$ cat src/rtl/pipe_ctrl.sv
// pipe_ctrl: pipeline hazard / redirect controller for a six-stage in-order core.
// Per-stage hold vector (stall_o) with MEM > EX > ID priority, a one-cycle flush
// pulse carrying the redirect PC, and a MEMWAIT state that holds the pipe while a
// bus access is outstanding. A flush that arrives while the pipe is held on memory
// is remembered and issued as soon as the access completes.
// Optional feature: define PIPE_CTRL_WATCHDOG_EN to add an 8-bit MEMWAIT watchdog
// that abandons the wait after TIMEOUT_CYCLES and pulses timeout_o.
module pipe_ctrl #(
   parameter int unsigned TIMEOUT_CYCLES = 255,
   parameter int unsigned PC_W           = 32
) (
   input  logic            clk,
   input  logic            rst,
   input  logic            stallreq_id_i,
   input  logic            stallreq_ex_i,
   input  logic            mem_req_i,
   input  logic            mem_ack_i,
   input  logic            flush_req_i,
   input  logic [PC_W-1:0] flush_pc_i,
   output logic [5:0]      stall_o,
   output logic            flush_o,
   output logic [PC_W-1:0] new_pc_o,
   output logic            timeout_o
);

   typedef enum logic [1:0] {
      RUN     = 2'd0,
      MEMWAIT = 2'd1,
      FLUSH   = 2'd2
   } state_e;

   state_e          state_q;
   logic            pend_q;
   logic [PC_W-1:0] pc_q;
   logic [PC_W-1:0] new_pc_q;
   logic            flush_q;
   logic            mem_hold_d;
   logic            wd_fire_d;

   // The watchdog counter is 8 bits wide, so the limit must fit in 1..255.
   if (TIMEOUT_CYCLES < 1 || TIMEOUT_CYCLES > 255) begin : g_timeout_range_bad
      $error("pipe_ctrl: TIMEOUT_CYCLES must be in 1..255");
   end

`ifdef PIPE_CTRL_WATCHDOG_EN
   // Counter holds the number of MEMWAIT cycles already spent without an ack,
   // so the watchdog fires on the TIMEOUT_CYCLES-th MEMWAIT cycle.
   localparam logic [7:0] WD_LAST = 8'(TIMEOUT_CYCLES - 1);
   logic [7:0] wd_cnt_q;

   assign wd_fire_d = (state_q == MEMWAIT) && !mem_ack_i && (wd_cnt_q == WD_LAST);
   assign timeout_o = wd_fire_d;

   // Watchdog count: cleared on MEMWAIT entry, advanced on each un-acked wait cycle.
   always_ff @(posedge clk or negedge rst) begin
      if (!rst) begin
         wd_cnt_q <= 8'd0;
      end else if (state_q == RUN && mem_hold_d) begin
         wd_cnt_q <= 8'd0;
      end else if (state_q == MEMWAIT && mem_hold_d) begin
         wd_cnt_q <= wd_cnt_q + 8'd1;
      end
   end
`else
   assign wd_fire_d = 1'b0;
   assign timeout_o = 1'b0;
`endif

   // MEM hold: raised by an un-acked access in RUN and kept through MEMWAIT
   // until the ack (or the watchdog) releases it; never asserted in FLUSH.
   always_comb begin
      mem_hold_d = 1'b0;
      case (state_q)
         RUN:     mem_hold_d = mem_req_i && !mem_ack_i;
         MEMWAIT: mem_hold_d = !mem_ack_i && !wd_fire_d;
         default: mem_hold_d = 1'b0;
      endcase
   end

   // Per-stage hold vector, highest-priority requester wins; FLUSH forces release.
   always_comb begin
      stall_o = 6'b000000;
      if (state_q != FLUSH) begin
         if (mem_hold_d) begin
            stall_o = 6'b011111;
         end else if (stallreq_ex_i) begin
            stall_o = 6'b001111;
         end else if (stallreq_id_i) begin
            stall_o = 6'b000111;
         end
      end
   end

   // Control FSM with registered flush pulse and redirect PC.
   always_ff @(posedge clk or negedge rst) begin
      if (!rst) begin
         state_q  <= RUN;
         pend_q   <= 1'b0;
         pc_q     <= '0;
         new_pc_q <= '0;
         flush_q  <= 1'b0;
      end else begin
         flush_q <= 1'b0;
         case (state_q)
            MEMWAIT: begin
               if (flush_req_i) begin
                  pc_q <= flush_pc_i;
               end
               if (!mem_hold_d) begin
                  // Access finished (or abandoned): issue any remembered flush now.
                  if (pend_q || flush_req_i) begin
                     state_q  <= FLUSH;
                     flush_q  <= 1'b1;
                     new_pc_q <= flush_req_i ? flush_pc_i : pc_q;
                     pend_q   <= 1'b0;
                  end else begin
                     state_q <= RUN;
                  end
               end else if (flush_req_i) begin
                  pend_q <= 1'b1;
               end
            end
            FLUSH: begin
               // A request seen during the flush cycle buys one more flush cycle.
               if (flush_req_i) begin
                  pc_q     <= flush_pc_i;
                  new_pc_q <= flush_pc_i;
                  flush_q  <= 1'b1;
               end else begin
                  state_q <= RUN;
               end
            end
            default: begin
               state_q <= RUN;
               if (mem_hold_d) begin
                  state_q <= MEMWAIT;
                  if (flush_req_i) begin
                     pend_q <= 1'b1;
                     pc_q   <= flush_pc_i;
                  end
               end else if (flush_req_i) begin
                  state_q  <= FLUSH;
                  pc_q     <= flush_pc_i;
                  new_pc_q <= flush_pc_i;
                  flush_q  <= 1'b1;
               end
            end
         endcase
      end
   end

   assign flush_o  = flush_q;
   assign new_pc_o = new_pc_q;

endmodule
$ cat config.mk
export PLATFORM = sky130hd
export DESIGN_NAME = pipe_ctrl
export DESIGN_NICKNAME = d
export VERILOG_FILES = /design/src/rtl/pipe_ctrl.sv
export SDC_FILE = /design/constraint.sdc
export NUM_CORES = 1
export LEC_CHECK = 0
export CAP_MARGIN = 5
export CORE_MARGIN = 3
export CORE_UTILIZATION = 49
export DETAILED_ROUTE_END_ITERATION = 7
export GPL_ROUTABILITY_DRIVEN = 0
export GPL_TIMING_DRIVEN = 0
export PLACE_DENSITY_LB_ADDON = 0.3
export SLEW_MARGIN = 20
export SYNTH_ARGS = -nofsm -noshare
export SYNTH_HDL_FRONTEND = slang
export SYNTH_SLANG_ARGS = --single-unit
$ cat constraint.sdc
create_clock -name clk -period 1.95 [get_ports clk]
set_input_delay 0.195 -clock clk [delete_from_list [all_inputs] [get_ports clk]]
set_output_delay 0.195 -clock clk [all_outputs]
set_load 0.005 [all_outputs]
==> impl_results.md, run 1 <==
* Number of remaining DRC errors at 0
* FFs w/ async S/R, synth at 1.00
* Crit. End Element: output port
* Clock Skew at 0.00491 ns
* First-pass iteration count of the detailed router at 4
* Max clock buf depth at 2
* RSZ-0062 raised after global routing: yes
* Setup Crit Path Kind: register to output port
* Mapped Cells at 246
* LEAKAGE at 1.99 nW
* Fin. max-slew vios at 0
* Dpl hpwl at ~4.3 mm
* Max Clk Rate at 0.530 GHz
* CTS H-Tree Depth at 3
* Syn avg cell area at 13.0 µm²
* Final Setup Violations at 0
* Crit share post-route at 0.968
* Setup TNS at 0 ns
* Most common flop cell mapped by yosys: dfrtp_1
* CTS clk-pin slew, worst paths at roughly 0.070 ns
* Remaining global-route overflow at 0
* Largest net degree at the start of global routing at 50
* Mapped Area at 0.00320 mm²
* Max-Cap Viols at 0
* Worst Path Arrival at 1.69 ns
* Final core occ at 0.706
* Area grow syn2layout at 35.4%
* Die X-Extent at slightly below 90 µm
* Multi-input logic area at ~0.0013 mm²
* Post-layout min period at between 1.5 and 2 ns
* ANT cells at 0
* Num rows at 28
* Sequential element share of the synthesized area at 0.532
* Ranking of synthesized cells by area: dfrtp_1, mux2i_1, mux2_1
* Clk Latency, worst-skew pair at 0.33 ns
* Area of placed instances at 0.00407 mm²
* Core Footprint at 0.00613 mm²
* CP Launch Type: register
* Total Power at 5.54 mW
* Vias in the first global route at between 2,000 and 2,500
* Initial antenna violation count at 0
* EDFF count, synth at 0
* Register area at 0.00170 mm²
* Flops & latches, synth at 68
* Post-DR wirelength/cell at ~15 µm
* PortBufs at 75
* Final Hold Fails at 0
* Clk root buf: clkbuf_8
* Pwr per Cell Area at 1280 mW/mm²
* Effective utilization at floorplan at 0.521
* Clock tree sinks at between 60 and 70
* Total Die Area at 0.00753 mm²
* WP data required at 1.75 ns
* Top Ports at 79
* Design Area, Final at 0.00433 mm²
* CTS tree: yes
* Top-count cell post-synth: dfrtp_1
* Total GRT Usage at 0.179
* Outcome: finished clean
* Worst min path class: primary input to register
* Ys Warns at 0
* Cells after DPL at 398
* Cts bufs inserted at 9
* Post-Route WL at 6.20 mm
* Max Fanout on Critical Path at 3
* Global-route wire length before repair at just over 10 mm
* Most instantiated cells after synthesis: dfrtp_1, mux2i_1, inv_1, mux2_1, buf_6
* Chip height at 86.8 µm
* Unique cell type count in the Yosys netlist at 28
* Fillers at 449
* Synth area leader: dfrtp_1
* Share of cells above drive strength 1 at 0.154
* DR vias at 2,072
* Cell Count, Final, Fillers Out at 419
* Vias per cell at about 4.9
* Antenna viol nets, final at 0
* Maximum VDD drop at 0.694 mV
* Nets@finish at 383
* Initial DRC Count at 34
* Share of the synthesized area in the top cell type at 0.532
==> layer usage <==
metal / wire [µm] / GRT usage / vias to the layer above
li1: - / - / 1016
met1: 2820 / 0.242 / 991
met3: 334 / 0.0418 / 9
met2: 2950 / 0.271 / 56
met4: 96 / 0.0850 / 0
met5: 0 / 0 / -
==> cells by family (layout without fill, tap and decap cells) <==
group,count (synthesis),count (layout),share of synthesized area
multiplexers,97,97,0.317
AO/OA/AOI/OAI,17,17,0.0403
buffers and inverters,55,152,0.0900
other,1,2,0.00117
AND/OR/NAND/NOR,5,5,0.00783
adder cells (fa/ha/maj),3,3,0.0117
flip-flops,68,68,0.532
==> metrics by stage <==
| step | worst slack, ns | hold slack [ns] |
|---|---|---|
| 6_report | 0.0616 | 0.194 |
| 5_1_grt | -0.00395 | 0.197 |
| 4_1_cts | -0.0521 | 0.165 |
| 3_5_place_dp | -0.134 | 0.102 |
| 3_3_place_gp | -1.60 | 0.463 |
| 2_1_floorplan | 0.401 | -0.101 |
==> path summary, 6_finish.rpt <==
path	endpoint	slack, ns	start	cells past startpoint
max in group asynchronous	new_pc_o[22]	1.14	rst	3
worst max register to register	new_pc_o[17]	0.14	state_q[1]	9
min in group asynchronous	pc_q[7]	0.29	rst	2
worst min register to register	pc_q[26]	0.48	pc_q[26]	1
worst max-delay path	stall_o[2]	0.06	state_q[0]	7
worst min-delay path	pend_q	0.19	mem_ack_i	3
==> layout make-up <==
| type | count | area share |
|---|---|---|
| Sequential cell | 68 | 0.393 |
| Multi-Input combinational cell | 124 | 0.292 |
| Timing Repair Buffer | 84 | 0.192 |
| Buffer | 17 | 0.0332 |
| Clock buffer | 11 | 0.0327 |
| Inverter | 37 | 0.0321 |
| Tap cell | 75 | 0.0217 |
| Clock inverter | 3 | 0.00347 |
==> repair_timing <==
action	CTS	global route
hold buffers	1	0
gates cloned	0	0
setup buffers	7	0
gates resized for setup	33	1
pin swaps	4	6
endpoints found under the hold margin	19	0
endpoints found under the setup margin	5	8
==> report_power, final <==
| group | switching (mW) | leakage, nW | internal (mW) |
|---|---|---|---|
| Combinational | 0.991 | 1.10 | 1.50 |
| Clock | 0.500 | 0.0848 | 0.476 |
| Sequential | 0.227 | 0.799 | 1.85 |
==> placed cells by master, fill, tap and decap left out, drive strengths merged <==
cell type	Yosys	final
a21bo	1	1
a21boi	1	1
a21o	3	3
a21oi	3	3
a22oi	1	1
a2bb2oi	1	1
a32oi	1	1
buf	18	30
clkbuf	0	11
clkdlybuf4s15	0	1
clkdlybuf4s50	0	69
clkinv	0	3
conb	1	2
dfrtp	68	68
dlygate4sd3	0	1
ha	3	3
inv	37	37
mux2	33	33
mux2i	64	64
nand2	1	1
nand2b	1	1
nor2	1	1
nor3	1	1
o211ai	1	1
o21a	1	1
o21ai	1	1
o22ai	1	1
o311a	1	1
o31a	1	1
or3	1	1
==> critical path, stage by stage (launching register included) <==
cell     delay [ns]
dfrtp_1        0.42
inv_2          0.08
ha_4           0.16
a21oi_4        0.13
nor2_2         0.05
o31a_1         0.27
buf_4          0.14
buf_6          0.10
==> flip-flops by register name, summed over array words and instances (netlist names) <==
register  count
new_pc_o     32
pc_q         32
state_q       2
flush_o       1
pend_q        1
(Power assumes the default switching activity.)
==> inputs of run 2 (changes only) <==
--- a/config.mk
+++ b/config.mk
@@ -6,6 +6,7 @@
 export NUM_CORES = 1
 export LEC_CHECK = 0
 export CAP_MARGIN = 5
+export CORE_ASPECT_RATIO = 2
 export CORE_MARGIN = 3
 export CORE_UTILIZATION = 49
 export DETAILED_ROUTE_END_ITERATION = 7
==> impl_results.md, run 2 (synthesis gave the netlist of run 1 again) <==
* Nets@finish at between 300 and 400
* Top Ports at 79
* Design Area, Final at between 0.004 and 0.005 mm²
* Max clock buf depth at 2
* Register area at 0.00170 mm²
* ANT cells at 0
* Cts bufs inserted at 9
* Clock Skew at 0.0102 ns
* Fillers at 488
* Multi-input logic area at around 0.0013 mm²
* Worst Path Arrival at ~1.7 ns
* Remaining global-route overflow at 0
* Effective utilization at floorplan at 0.507
* Antenna viol nets, final at 0
* Chip height at 120 µm
* Post-layout min period at roughly 1.9 ns
* CTS clk-pin slew, worst paths at 0.05 ns
* Reg-to-reg startpoint: state_q[0]
* LEAKAGE at 2.04 nW
* First-pass iteration count of the detailed router at 4
* CTS tree: yes
* Clock tree sinks at about 70
* Largest net degree at the start of global routing at around 40
* Num rows at 41
* HP Start: mem_ack_i
* Initial DRC Count at 86
* Clk Latency, worst-skew pair at 0.33 ns
* Post-DR wirelength/cell at 15.3 µm
* Maximum VDD drop at 0.752 mV
* Max-Cap Viols at 0
* Crit share post-route at 0.977
* Number of remaining DRC errors at 0
* RSZ-0062 raised after global routing: yes
* Worst setup startpoint: state_q[0]
* Total GRT Usage at 0.188
* Die X-Extent at between 60 and 70 µm
* R2R Setup Slk at 0.21 ns
* Post-Route WL at between 6 and 7 mm
* CP Launch Type: register
* CTS H-Tree Depth at 3
* Outcome: finished clean
* Dpl hpwl at 4.68 mm
* Max Clk Rate at 0.525 GHz
* WP data required at 1.75 ns
* Final Setup Violations at 0
* Max Fanout on Critical Path at 3
* Commonest cells after routing, fill and taps aside: clkdlybuf4s50_1, dfrtp_1, mux2i_1
* Crit. End Element: output port
* PortBufs at 75
* Clk root buf: clkbuf_16
* DR vias at 2,128
* Total Die Area at 0.00759 mm²
* Fin. max-slew vios at 0
* Final Hold Fails at 0
* Worst min path class: primary input to register
* Area grow syn2layout at 39.2%
* Core Footprint at 0.00631 mm²
* Leading cell type in the layout, fill and taps excluded: clkdlybuf4s50_1
* Setup TNS at 0 ns
* Vias in the first global route at 2,308
* Share of cells above drive strength 1 at 0.138
* Pwr per Cell Area at 1370 mW/mm²
* Initial antenna violation count at 0
* Area of placed instances at between 0.004 and 0.005 mm²
* Global-route wire length before repair at 11.0 mm
* Final core occ at 0.705
* Vias per cell at between 4 and 5
* Setup Crit Path Kind: register to output port
==> run 2: final cells by class <==
class                      instances  area share
sequential                        68       0.382
buffer                            17      0.0323
clock inverter                     2     0.00787
clock buffer                      12      0.0576
tap                               86      0.0242
timing repair buffer              81       0.183
multi-input combinational        124       0.282
inverter                          37      0.0312
==> run 2: final timing paths <==
check | to | cells past startpoint
hold / removal | pend_q | 3
min in group asynchronous | new_pc_o[4] | 2
hold reg to reg | pc_q[22] | 1
setup reg to reg | new_pc_o[2] | 8
setup / recovery | stall_o[1] | 7
max in group asynchronous | new_pc_o[13] | 3
==> run 2: critical path, cell delays in order (launching register included) <==
cell and delay, ns:
dfrtp_1 0.39, buf_6 0.13, ha_4 0.16, a21oi_4 0.15, nor2_2 0.06, o31a_1 0.26, buf_4 0.14, buf_6 0.10
==> run 2: metal layers <==
metal  wire (µm)  up-vias  global-route usage  part of all wire
met1        2640     1062               0.216              0.40
met3         208       12              0.0428             0.032
met5           0        -                   0                 0
met4         143        0              0.0885             0.022
met2        3540       46               0.327              0.54
li1            -     1008                   -                 -
==> run 2: stage by stage <==
stage | cells | setup WS, ns | power (mW) | hold WS, ns
5_1_grt | 427 | -0.0316 | 6.48 | 0.217
2_1_floorplan | 247 | 0.401 | 3.26 | -0.101
4_1_cts | 427 | -0.00992 | 6.18 | 0.188
3_3_place_gp | 408 | -1.61 | 4.37 | 0.463
6_report | 427 | 0.0444 | 6.10 | 0.209
3_5_place_dp | 409 | -0.0911 | 4.43 | 0.146
==> run 2: power breakdown <==
group | switching [mW] | internal (mW) | leakage (nW) | total, mW
Combinational | 0.983 | 1.45 | 1.09 | 2.44
Sequential | 0.227 | 1.86 | 0.799 | 2.08
Clock | 0.541 | 1.04 | 0.145 | 1.58
==> run 2: timing repair <==
action,4_1_cts,5_1_grt
endpoints found under the hold margin,28,0
buffers inserted,4,0
resized for setup,20,1
hold buffers,1,0
setup endpoints to repair,5,3
pin swaps,3,3
gates cloned,0,0
==> inputs of run 3 (changes only) <==
--- a/config.mk
+++ b/config.mk
@@ -7,8 +7,8 @@
 export LEC_CHECK = 0
 export CAP_MARGIN = 5
 export CORE_ASPECT_RATIO = 2
-export CORE_MARGIN = 3
-export CORE_UTILIZATION = 49
+export CORE_MARGIN = 10
+export CORE_UTILIZATION = 45
 export DETAILED_ROUTE_END_ITERATION = 7
 export GPL_ROUTABILITY_DRIVEN = 0
 export GPL_TIMING_DRIVEN = 0
==> constraint.sdc (replaced) <==
create_clock -name clk -period 2.34 [get_ports clk]
set_input_delay 0.234 -clock clk [delete_from_list [all_inputs] [get_ports clk]]
set_output_delay 0.234 -clock clk [all_outputs]
set_load 0.005 [all_outputs]
==> impl_results.md, run 3 (synthesis gave the netlist of run 1 again) <==
* Initial DRC Count at 152
* Effective utilization at floorplan at 0.461
* Pwr per Cell Area at 1130 mW/mm²
* Post-Route WL at 6.90 mm
* Max clock buf depth at 2
* WP data required at 2.11 ns
* Initial antenna violation count at 0
* Crit. End Element: output port
* Final Setup Violations at 0
* First-pass iteration count of the detailed router at 3
* R2R Setup Slk at 0.45 ns
* Num rows at 43
* Clk Latency, worst-skew pair at 0.32 ns
* Max Clk Rate at 0.446 GHz
* Outcome: finished clean
* Largest net degree at the start of global routing at between 40 and 50
* CP peak stage delay at 0.46 ns
* Comb pwr share at 0.401
* Total Power at 4.95 mW
* Max Fanout on Critical Path at 5
* Clock Skew at ~0.0038 ns
* R2R depth at 10
* Hold endpoint: pend_q
* Total Die Area at ~0.011 mm²
* Slowest cell on the critical path: clkdlybuf4s50_1
* Worst reg2reg endpoint: new_pc_o[19]
* Top Layer Used: met4
* ANT cells at 0
* Setup TNS at 0 ns
* Setup Crit Path Kind: register to output port
* Remaining global-route overflow at 0
* Vias in the first global route at 2,279
* Multi-input logic area at roughly 0.0012 mm²
* Top Ports at 79
* Reg-to-reg startpoint: state_q[1]
* Critical path, cell by cell: ha_1 > buf_4 > a21oi_4 > nor2_1 > o31a_1 > clkdlybuf4s50_1
* Commonest cells after routing, fill and taps aside: clkdlybuf4s50_1, dfrtp_1, mux2i_1
* Register area at 0.00170 mm²
* Met2 WL post-DR at 3.79 mm
* Clock tree sinks at 68
* RSZ-0062 raised after global routing: no
* Clk pwr share at 0.248
* Fin. max-slew vios at 0
* Worst hold stages at 3
* HP Start: mem_ack_i
* DR vias at between 2,000 and 2,500
* Total GRT Usage at 0.133
* Worst min path class: primary input to register
* Switching share of power at 0.294
* CTS tree: yes
* LEAKAGE at between 2 and 2.5 nW
* Leading cell type in the layout, fill and taps excluded: clkdlybuf4s50_1
* Maximum VDD drop at 0.608 mV
* Cts bufs inserted at 9
* Nets@finish at 380
* Vias per cell at between 4 and 5
* Max-Cap Viols at 0
* Global-route wire length before repair at 11.6 mm
* Chip height at 139 µm
* Internal at 3.49 mW
* PortBufs at 75
* Fillers at 576
* Final core occ at 0.633
* Post-layout min period at 2.24 ns
* Post-DR wirelength/cell at 16.0 µm
* CTS clk-pin slew, worst paths at 0.05 ns
* Crit share post-route at 0.957
* Core Footprint at ~0.0069 mm²
* CTS H-Tree Depth at 3
* WL met3 at 383 µm
* CP Launch Type: register
* Number of remaining DRC errors at 0
* Dpl hpwl at roughly 5.2 mm
* Sw power at 1.45 mW
* Share of cells above drive strength 1 at 0.114
* Worst Path Arrival at 2.01 ns
* Register share of total power at 0.351
* Die X-Extent at 79.6 µm
* Final Hold Fails at 0
* Antenna viol nets, final at 0
* Area grow syn2layout at 37.4%
* Clk root buf: clkbuf_16
* M1 wire length at roughly 2.6 mm
run 3: cell count changes in the layout (fill, tap and decap cells not counted), moves of 2 or more:
cell             previous run  this run
ha_4                        2         0
ha_1                        0         2
clkdlybuf4s50_1            69        71
inv_1                      35        37
inv_2                       2         0
buf_6                      10         7
run 3: how the worst max path moves through the flow:
stage               startpoint          to  slack, ns  depth (start not counted)
floorplan           state_q[1]  stall_o[1]       0.77                          7
global placement           rst     pc_q[7]      -1.32                          1
detailed placement  state_q[1]  stall_o[1]       0.23                          8
CTS                 state_q[0]  stall_o[0]       0.06                          6
global route        state_q[0]  stall_o[0]      0.008                          6
finish              state_q[0]  stall_o[0]        0.1                          6
run 3: layout make-up:
| cell class | count | share of cell area |
|---|---|---|
| timing repair buffer | 80 | 0.181 |
| clock buffer | 13 | 0.0592 |
| tap | 90 | 0.0256 |
| multi-input combinational | 124 | 0.278 |
| buffer | 18 | 0.0345 |
| sequential | 68 | 0.387 |
| inverter | 37 | 0.0316 |
| clock inverter | 2 | 0.00228 |
run 3: repair_timing:
action                                 in CTS  in global routing
resized for setup                           6                  0
endpoints found under the hold margin      28                  0
buffers inserted                            3                  0
setup endpoints to repair                   3                  0
hold buffers                                1                  0
run 3: per-stage QoR:
step	area, µm²	cells	setup WS, ns	hold WS [ns]
3_3_place_gp	4060	412	-1.32	0.464
6_report	4390	432	0.0996	0.251
4_1_cts	4390	432	0.0589	0.242
3_5_place_dp	4080	413	0.228	0.190
5_1_grt	4390	432	0.00819	0.280
2_1_floorplan	3200	247	0.771	-0.0616
run 3: critical path: cells and delay by family (launching register included):
| family | cells | cell delay [ns] |
|---|---|---|
| flops | 1 | 0.39 |
| fa+ha+maj | 1 | 0.20 |
| simple gates | 1 | 0.07 |
| compound gates | 2 | 0.41 |
| buf+inv | 2 | 0.61 |
run 3: routing by layer:
layer	up-vias	GRT usage
met2	45	0.226
met5	-	0
li1	1001	-
met1	1039	0.140
met4	0	0.0598
met3	9	0.0461
run 3: power by group through the flow:
stage               logic, mW  registers, mW  clock network (mW)
floorplan               0.959           1.76                   0
global placement         1.93           1.74                   0
detailed placement       1.97           1.76                   0
CTS                      2.04           1.74                1.26
global route             2.20           1.77                1.30
finish                   1.98           1.73                1.23
